File: config.mk
export PLATFORM = sky130hd
export DESIGN_NAME = tri_bus_arbiter
export DESIGN_NICKNAME = d
export VERILOG_FILES = /design/src/rtl/tri_bus_pkg.sv /design/src/rtl/rr_pick.sv /design/src/rtl/tri_bus_arbiter.sv
export SDC_FILE = /design/constraint.sdc
export NUM_CORES = 1
export LEC_CHECK = 0
export CAP_MARGIN = 20
export CORE_ASPECT_RATIO = 0.5
export CORE_UTILIZATION = 36
export DETAILED_ROUTE_END_ITERATION = 6
export SLEW_MARGIN = 20
export SYNTH_ARGS = -nofsm -noshare
export SYNTH_HDL_FRONTEND = slang
export SYNTH_SLANG_ARGS = --single-unit
File: constraint.sdc
create_clock -name clk -period 6 [get_ports clk]
set_clock_uncertainty 0.1 [all_clocks]
set_input_delay 1.5 -clock clk [delete_from_list [all_inputs] [get_ports clk]]
set_output_delay 1.5 -clock clk [all_outputs]
set_load 0.02 [all_outputs]
File: src/rtl/tri_bus_pkg.sv
// ============================================================================
// tri_bus_pkg - shared types and helpers for the tri-state bus arbiter. Rev 1.0
// ============================================================================
`default_nettype none

package tri_bus_pkg;

   typedef enum logic [1:0] {
      ST_IDLE = 2'd0,
      ST_OWN  = 2'd1,
      ST_TURN = 2'd2
   } state_t;

   // Turnaround counter covers TA_CYCLES up to 15.
   localparam int TA_W = 4;

   // Ceiling log2, never below 1 so derived vectors always have a bit.
   function automatic int clog2(input int n);
      int r;
      r = 0;
      while ((1 << r) < n) r++;
      if (r == 0) r = 1;
      return r;
   endfunction

endpackage

`default_nettype wire

File: src/rtl/rr_pick.sv
// ============================================================================
// rr_pick - combinational round-robin selector starting at ptr. Rev 1.0
// ============================================================================
`default_nettype none

module rr_pick #(
   parameter int NREQ = 4,
   parameter int IDXW = 2
) (
   input  logic [NREQ-1:0] req,
   input  logic [IDXW-1:0] ptr,
   input  logic [NREQ-1:0] mask,
   output logic            valid,
   output logic [IDXW-1:0] idx
);

   logic [IDXW-1:0] cand;

   always_comb begin
      valid = 1'b0;
      idx   = '0;
      cand  = '0;
      for (int i = 0; i < NREQ; i++) begin
         cand = IDXW'((int'(ptr) + i) % NREQ);
         if (!valid && req[cand] && !mask[cand]) begin
            valid = 1'b1;
            idx   = cand;
         end
      end
   end

endmodule

`default_nettype wire

File: src/rtl/tri_bus_arbiter.sv
// ============================================================================
// tri_bus_arbiter - round-robin owner of a shared tri-state pad bus. Rev 1.0
// ============================================================================
`default_nettype none

module tri_bus_arbiter
   import tri_bus_pkg::*;
#(
   parameter int NREQ      = 4,
   parameter int TA_CYCLES = 1,
   parameter int MAX_HOLD  = 16,
   parameter int IDXW      = clog2(NREQ)
) (
   input  logic            clk,
   input  logic            rst,
   input  logic [NREQ-1:0] req,
   input  logic [NREQ-1:0] rel,
   output logic [NREQ-1:0] gnt,
   output logic            oe,
   output logic [IDXW-1:0] sel,
   output logic            busy
);

   localparam int HOLD_W = clog2(MAX_HOLD + 1);
   localparam logic [TA_W-1:0] TA_LOAD = (TA_CYCLES > 0) ? TA_W'(TA_CYCLES - 1) : '0;

   state_t            state;
   logic [IDXW-1:0]   ptr;
   logic [HOLD_W-1:0] hold;
   logic [TA_W-1:0]   ta;

   logic [IDXW-1:0]   next_ptr;
   logic [IDXW-1:0]   pick_ptr;
   logic [NREQ-1:0]   pick_mask;
   logic              pick_valid;
   logic [IDXW-1:0]   pick_idx;
   logic [NREQ-1:0]   pick_onehot;
   logic              hold_hit;
   logic              own_exit;

   assign next_ptr    = (sel == IDXW'(NREQ - 1)) ? '0 : sel + IDXW'(1);
   // While owning, the only arbitration that matters is the zero-turnaround
   // hand-off, which starts after the leaving owner and must skip it.
   assign pick_ptr    = (state == ST_OWN) ? next_ptr : ptr;
   assign pick_mask   = (TA_CYCLES == 0 && state == ST_OWN) ? gnt : '0;
   assign pick_onehot = NREQ'(1) << pick_idx;
   assign hold_hit    = (MAX_HOLD != 0) && (hold == HOLD_W'(MAX_HOLD));
   assign own_exit    = rel[sel] || !req[sel] || hold_hit;

   rr_pick #(
      .NREQ (NREQ),
      .IDXW (IDXW)
   ) u_pick (
      .req   (req),
      .ptr   (pick_ptr),
      .mask  (pick_mask),
      .valid (pick_valid),
      .idx   (pick_idx)
   );

   always_ff @(posedge clk) begin
      if (rst) begin
         state <= ST_IDLE;
         gnt   <= '0;
         oe    <= 1'b0;
         sel   <= '0;
         busy  <= 1'b0;
         ptr   <= '0;
         hold  <= '0;
         ta    <= '0;
      end else begin
         case (state)
            ST_IDLE: begin
               if (pick_valid) begin
                  state <= ST_OWN;
                  sel   <= pick_idx;
                  gnt   <= pick_onehot;
                  oe    <= 1'b1;
                  busy  <= 1'b1;
                  hold  <= HOLD_W'(1);
               end
            end
            ST_OWN: begin
               if (own_exit) begin
                  ptr <= next_ptr;
                  if (TA_CYCLES > 0) begin
                     state <= ST_TURN;
                     gnt   <= '0;
                     oe    <= 1'b0;
                     ta    <= TA_LOAD;
                  end else if (pick_valid) begin
                     sel  <= pick_idx;
                     gnt  <= pick_onehot;
                     hold <= HOLD_W'(1);
                  end else begin
                     state <= ST_IDLE;
                     gnt   <= '0;
                     oe    <= 1'b0;
                     busy  <= 1'b0;
                  end
               end else if (hold != '1) begin
                  hold <= hold + HOLD_W'(1);
               end
            end
            ST_TURN: begin
               if (ta != '0) begin
                  ta <= ta - TA_W'(1);
               end else if (pick_valid) begin
                  state <= ST_OWN;
                  sel   <= pick_idx;
                  gnt   <= pick_onehot;
                  oe    <= 1'b1;
                  hold  <= HOLD_W'(1);
               end else begin
                  state <= ST_IDLE;
                  busy  <= 1'b0;
               end
            end
            default: state <= ST_IDLE;
         endcase
      end
   end

   a_oe_matches_gnt: assert property (@(posedge clk) disable iff (rst) oe == |gnt);
   a_gnt_onehot0:    assert property (@(posedge clk) disable iff (rst) $onehot0(gnt));

endmodule

`default_nettype wire

Word-level counts from Yosys, hierarchy flattened --
Index checks and enable logic that the tools add are counted.
Word-level totals: bits in registers 21, bits of input ports 10, output and inout port bits 8
Cells by class: add/sub/neg operators 6, order comparisons 5, eq/ne operators 12, shifts and indexed selects 1, mux-type cells 57, reductions and logical operators 29
Operators with widths (number):
- $mux 2 | 11
- $mux 1 | 21
- $bmux 1 s2 | 10
- $mux 5 | 4
- $mux 4 | 4
- $lt 2x3->1 const B | 5
- $pmux 5 s3 | 1
- $ne 2x2->1 const B | 6
- $pmux 4 s3 | 1
- $reduce_and 3->1 | 3
- $logic_not 1->1 | 8
- $pmux 4 s2 | 1
- $reduce_and 4->1 | 2
- $logic_and 1x1->1 | 7
- $pmux 2 s3 | 1
- $add 5x1->5 const B | 1
- $eq 5x5->1 const B | 1
- $ne 5x5->1 const B | 1
- $add 2x1->2 const B | 2
- $add 2x2->2 const B | 2
- $eq 2x2->1 const B | 2
- $pmux 2 s2 | 1
- $reduce_and 2->1 | 2
- $reduce_bool 2->1 | 2
- 10 further kinds | 11

Logic depth before layout (Yosys ltp) --
word-level depth 24, mapped depth 8

Hierarchy --
A second synthesis with hierarchy kept.
Unflattened totals: cells, all modules 151, area total of the unflattened synthesis 1340.0 µm²
Modules (own cells, without submodules):
- tri_bus_arbiter | instances 1, cells an instance 134, area an instance 1232.4 µm², sequential area each 420.4 µm²
- rr_pick | instances 1, cells an instance 17, area an instance 107.6 µm², sequential area each 0.0 µm²

Worst setup path after synthesis --
No wires, ideal clock.
path kind input -> register, start point in rel[3], end point reg hold[1], setup time 0.117 ns, arrival time 2.725 ns, required time 5.783 ns, setup slack 3.058 ns, cell stages on the path 5, path buffers 0, cells stage by stage nand2b_1 -> mux4_2 -> nor3_1 -> nor2_1 -> a32o_1
On the way: word-level cells in the longest chain between the ends 6
Ends and longest elaborated chain:
- from (decl) | line tri_bus_arbiter.sv:17 | input logic [NREQ-1:0] rel,
- $bmux 1 s2 | line tri_bus_arbiter.sv:48 | assign own_exit = rel[sel] || !req[sel] || hold_hit;
- $mux 1 (not written as such) | line tri_bus_arbiter.sv:48
- $logic_or 1x1->1 (2 in series) | line tri_bus_arbiter.sv:48
- $ne 2x2->1 (no line)
- $reduce_and 4->1 (no line)
- to (signal assigned) | line tri_bus_arbiter.sv:102 | hold <= hold + HOLD_W'(1);
- to (decl) | line tri_bus_arbiter.sv:29 | logic [HOLD_W-1:0] hold;
Every way passes these cells. The select of a mux whose other input is x is not followed. A chain may end at the register's enable or synchronous reset.

Worst setup path in the final report --
start point in req[3], end point reg ptr[1]
On the way: word-level cells in the longest chain between the ends 6
Ends and longest elaborated chain:
- from (decl) | line tri_bus_arbiter.sv:16 | input logic [NREQ-1:0] req,
- $bmux 1 s2 | line tri_bus_arbiter.sv:48
- $mux 1 (not written as such) | line tri_bus_arbiter.sv:48
- $logic_not 1->1 | line tri_bus_arbiter.sv:48
- $logic_or 1x1->1 (2 in series) | line tri_bus_arbiter.sv:48
- $reduce_and 2->1 (no line)
- to (signal assigned) | line tri_bus_arbiter.sv:85 | ptr <= next_ptr;
- to (decl) | line tri_bus_arbiter.sv:28 | logic [IDXW-1:0] ptr;
Every way passes these cells. The select of a mux whose other input is x is not followed.

==> metrics.md <==
| Metric | Value |
|---|---|
| Post-CTS Setup Inserts | 0 |
| Worst hold margin | 0.383 ns |
| Global-route wire length before repair | 4150 um |
| Fin area | 0.00145 mm2 |
| Mapped cell area | 0.00119 mm2 |
| Remaining Overflow, GRT | 0 |
| RSZ-0062 raised after global routing | no |
| Drt drc | 0 |
| Share of cells above drive strength 1 | 8.78% |
| Row cnt | 14 |
| Post-synth ARST share | 0% |
| Core area | 0.00307 mm2 |
| Uppermost routed layer | met4 |
| Crit share post-route | 56.2% |
| Number of enable flip-flop cells after synthesis | 0 |
| Post-synth top cells | dfxtp_1 (21), nor2_1 (16), inv_1 (8), ha_1 (6) |
| Fillers | 298 |
| Worst-Margin Slew | 0.702 ns |
| Placed cell area | 0.00140 mm2 |
| Count of final hold-check violations | 0 |
| Layout Nets | 165 |
| Synth Warn # | 0 |
| Largest net degree at the start of global routing | 13 |
| Hold-fix buffers at CTS | 0 |
| Cell accounting for the most synthesized area | dfxtp_1 |
| Seq/Total Area, Yosys | 35.3% |
| # resized after CTS | 0 |
| Synth Flop Type | dfxtp_1 |
| Drt pass-1 iters | 4 |
| Count of different cell masters after synthesis | 42 |
| Diodes inserted | 0 |
| Clock buffer depth | 2 |
| DR vias/cell | 5.19 |
| Status | finished clean |
| Maxcap violations | 0 |
| I/O pins | 18 |
| Peak supply drop | 0.0844 mV |
| Metal2 WL | 1000 um |
| Worst setup path category | in2reg |
| Die height | 42.7 um |
| Final Critical Period | 3.37 ns |
| CP startpoint kind | primary input |
| Avg WL per Cell | 13.1 um |
| Max-slew headroom | 53.1% |
| Top cell type's share of synthesized area | 35.3% |
| Worst Setup Slack, final | 2.63 ns |
| DR vias | 975 |
| Clock Tree Root | clkbuf_8 |
| Worst-path clk slew | 0.08 ns |
| Synth Net Count | 146 |
| Wire length on met3 | 109 um |
| Avg Inst Size Synth | 9.15 um2 |
| P&R area growth vs syn | 21.7% |
| Number of global-route vias before repair | 891 |
| Clock Latency Late Sink | 0.26 ns |
| CTS Buf Count | 3 |
| WL met1 | 1330 um |
| Hold crit path type | reg2reg |
| TritonCTS Sinks | 21 |
| Gpl congestion | 0.769 |
| Register bit total from synthesis | 21 |
| Number of H-tree levels | 1 |
| Synth area leaders | dfxtp_1 (35%), ha_1 (6.3%), nor2_1 (5.0%) |
| Critical Path AT | 3.41 ns |
| Setup crit end kind | flip-flop |
| LEAKAGE | 0.548 nW |
| Wirelength, routed | 2460 um |
| FMAX | 296 MHz |
| First DRT Iteration DRCs | 41 |
| Required time worst endpoint | 6.04 ns |
| Width of the die | 83.3 um |
| Final ANT Viol Nets | 0 |
| Cells after Synth | 130 |
| Power Density | 232 mW/mm2 |
| Setup tns final | 0 ns |
| CTS tree | built |
| Post-DP HPWL | 1880 um |
| Max-slew violations | 0 |
| Max FO, Critical Path | 10 |
| Initial antenna violation count | 0 |
| Initial Util | 38.8% |
| Most common cell in the netlist | dfxtp_1 |
| All-Layer GR Usage | 14.8% |
| Setup violators final | 0 |
| Place WS | 2.36 ns |
| IO Port Bufs | 17 |
| Die ar. | 0.00355 mm2 |
| Overall power | 336 uW |
==> layer usage <==
layer,GRT usage (%),vias up
li1,-,508
met2,22.1,18
met4,4.14,0
met1,21.4,447
met5,0,-
met3,3.50,2
==> cells in the final DEF, fill, tap and decap left out, types with 2 or more instances in the layout <==
cell and instances:
nor3_1 5, nand2b_1 5, nor4b_2 2, dfxtp_1 21, o21a_1 3, xnor2_1 5
a32o_1 2, nor4_1 2, clkbuf_8 3, nor2_1 16, a21oi_1 4, o31ai_1 4
ha_1 6, or3_1 2, nand2_1 5, o21ai_1 2, inv_1 8, clkdlybuf4s50_1 17
a211oi_1 3, nand4_1 4, and2_1 2, mux2i_1 4, o21ai_0 2
==> final timing paths <==
kind,start,to,slack [ns],cells after the start
worst max-delay path,req[3],ptr[1],2.63,6
worst max register to register,state[0],sel[0],3.67,5
worst min-delay path,gnt[0],gnt[0],0.38,2
worst min register to register,gnt[0],gnt[0],0.38,2
==> sequential cells by signal, summed over array words and instances, names as in the netlist <==
register and count:
sel 2, ta 4, state 2, hold 5, ptr 2, gnt 4
busy 1, oe 1
==> layout make-up <==
class                   count  area (um2)  share of cell area, %
multi-input cells          96         719                   49.7
flip-flops and latches     21         420                   29.0
repair buffers             18         178                   12.3
well taps                  40        50.0                   3.46
clock buffers               3        41.3                   2.85
inverters                   9        33.8                   2.33
clock inverters             1        5.00                  0.346
==> kinds of logic (layout without fill, tap and decap cells) <==
group	count (synthesis)	in the layout	synth area share (%)
XOR/XNOR	5	5	3.68
AO/OA/AOI/OAI	27	27	17.4
flip-flops	21	21	35.3
adder cells (fa/ha/maj)	6	6	6.31
AND/OR/NAND/NOR	51	51	24.7
buffers and inverters	13	31	4.21
multiplexers	7	7	8.41
==> per-stage QoR <==
step	utilization, %	std cells
3_3_place_gp	45.7	184
4_1_cts	47.2	188
6_report	47.2	188
2_1_floorplan	-	130
3_5_place_dp	45.7	184
5_1_grt	47.2	188
==> report_power, final <==
group	internal [mW]	leakage [nW]	switching, mW
combinational	0.0398	0.351	0.0482
clock	0.0462	0.0255	0.0459
sequential	0.148	0.172	0.00792
==> worst max-delay path: stages <==
cell	delay [ns]
clkdlybuf4s50_1	0.62
nand2b_1	0.09
mux4_2	0.60
o21ai_4	0.32
mux2i_1	0.23
nor2_1	0.05
No activity file was read; power rests on OpenSTA's default activity.
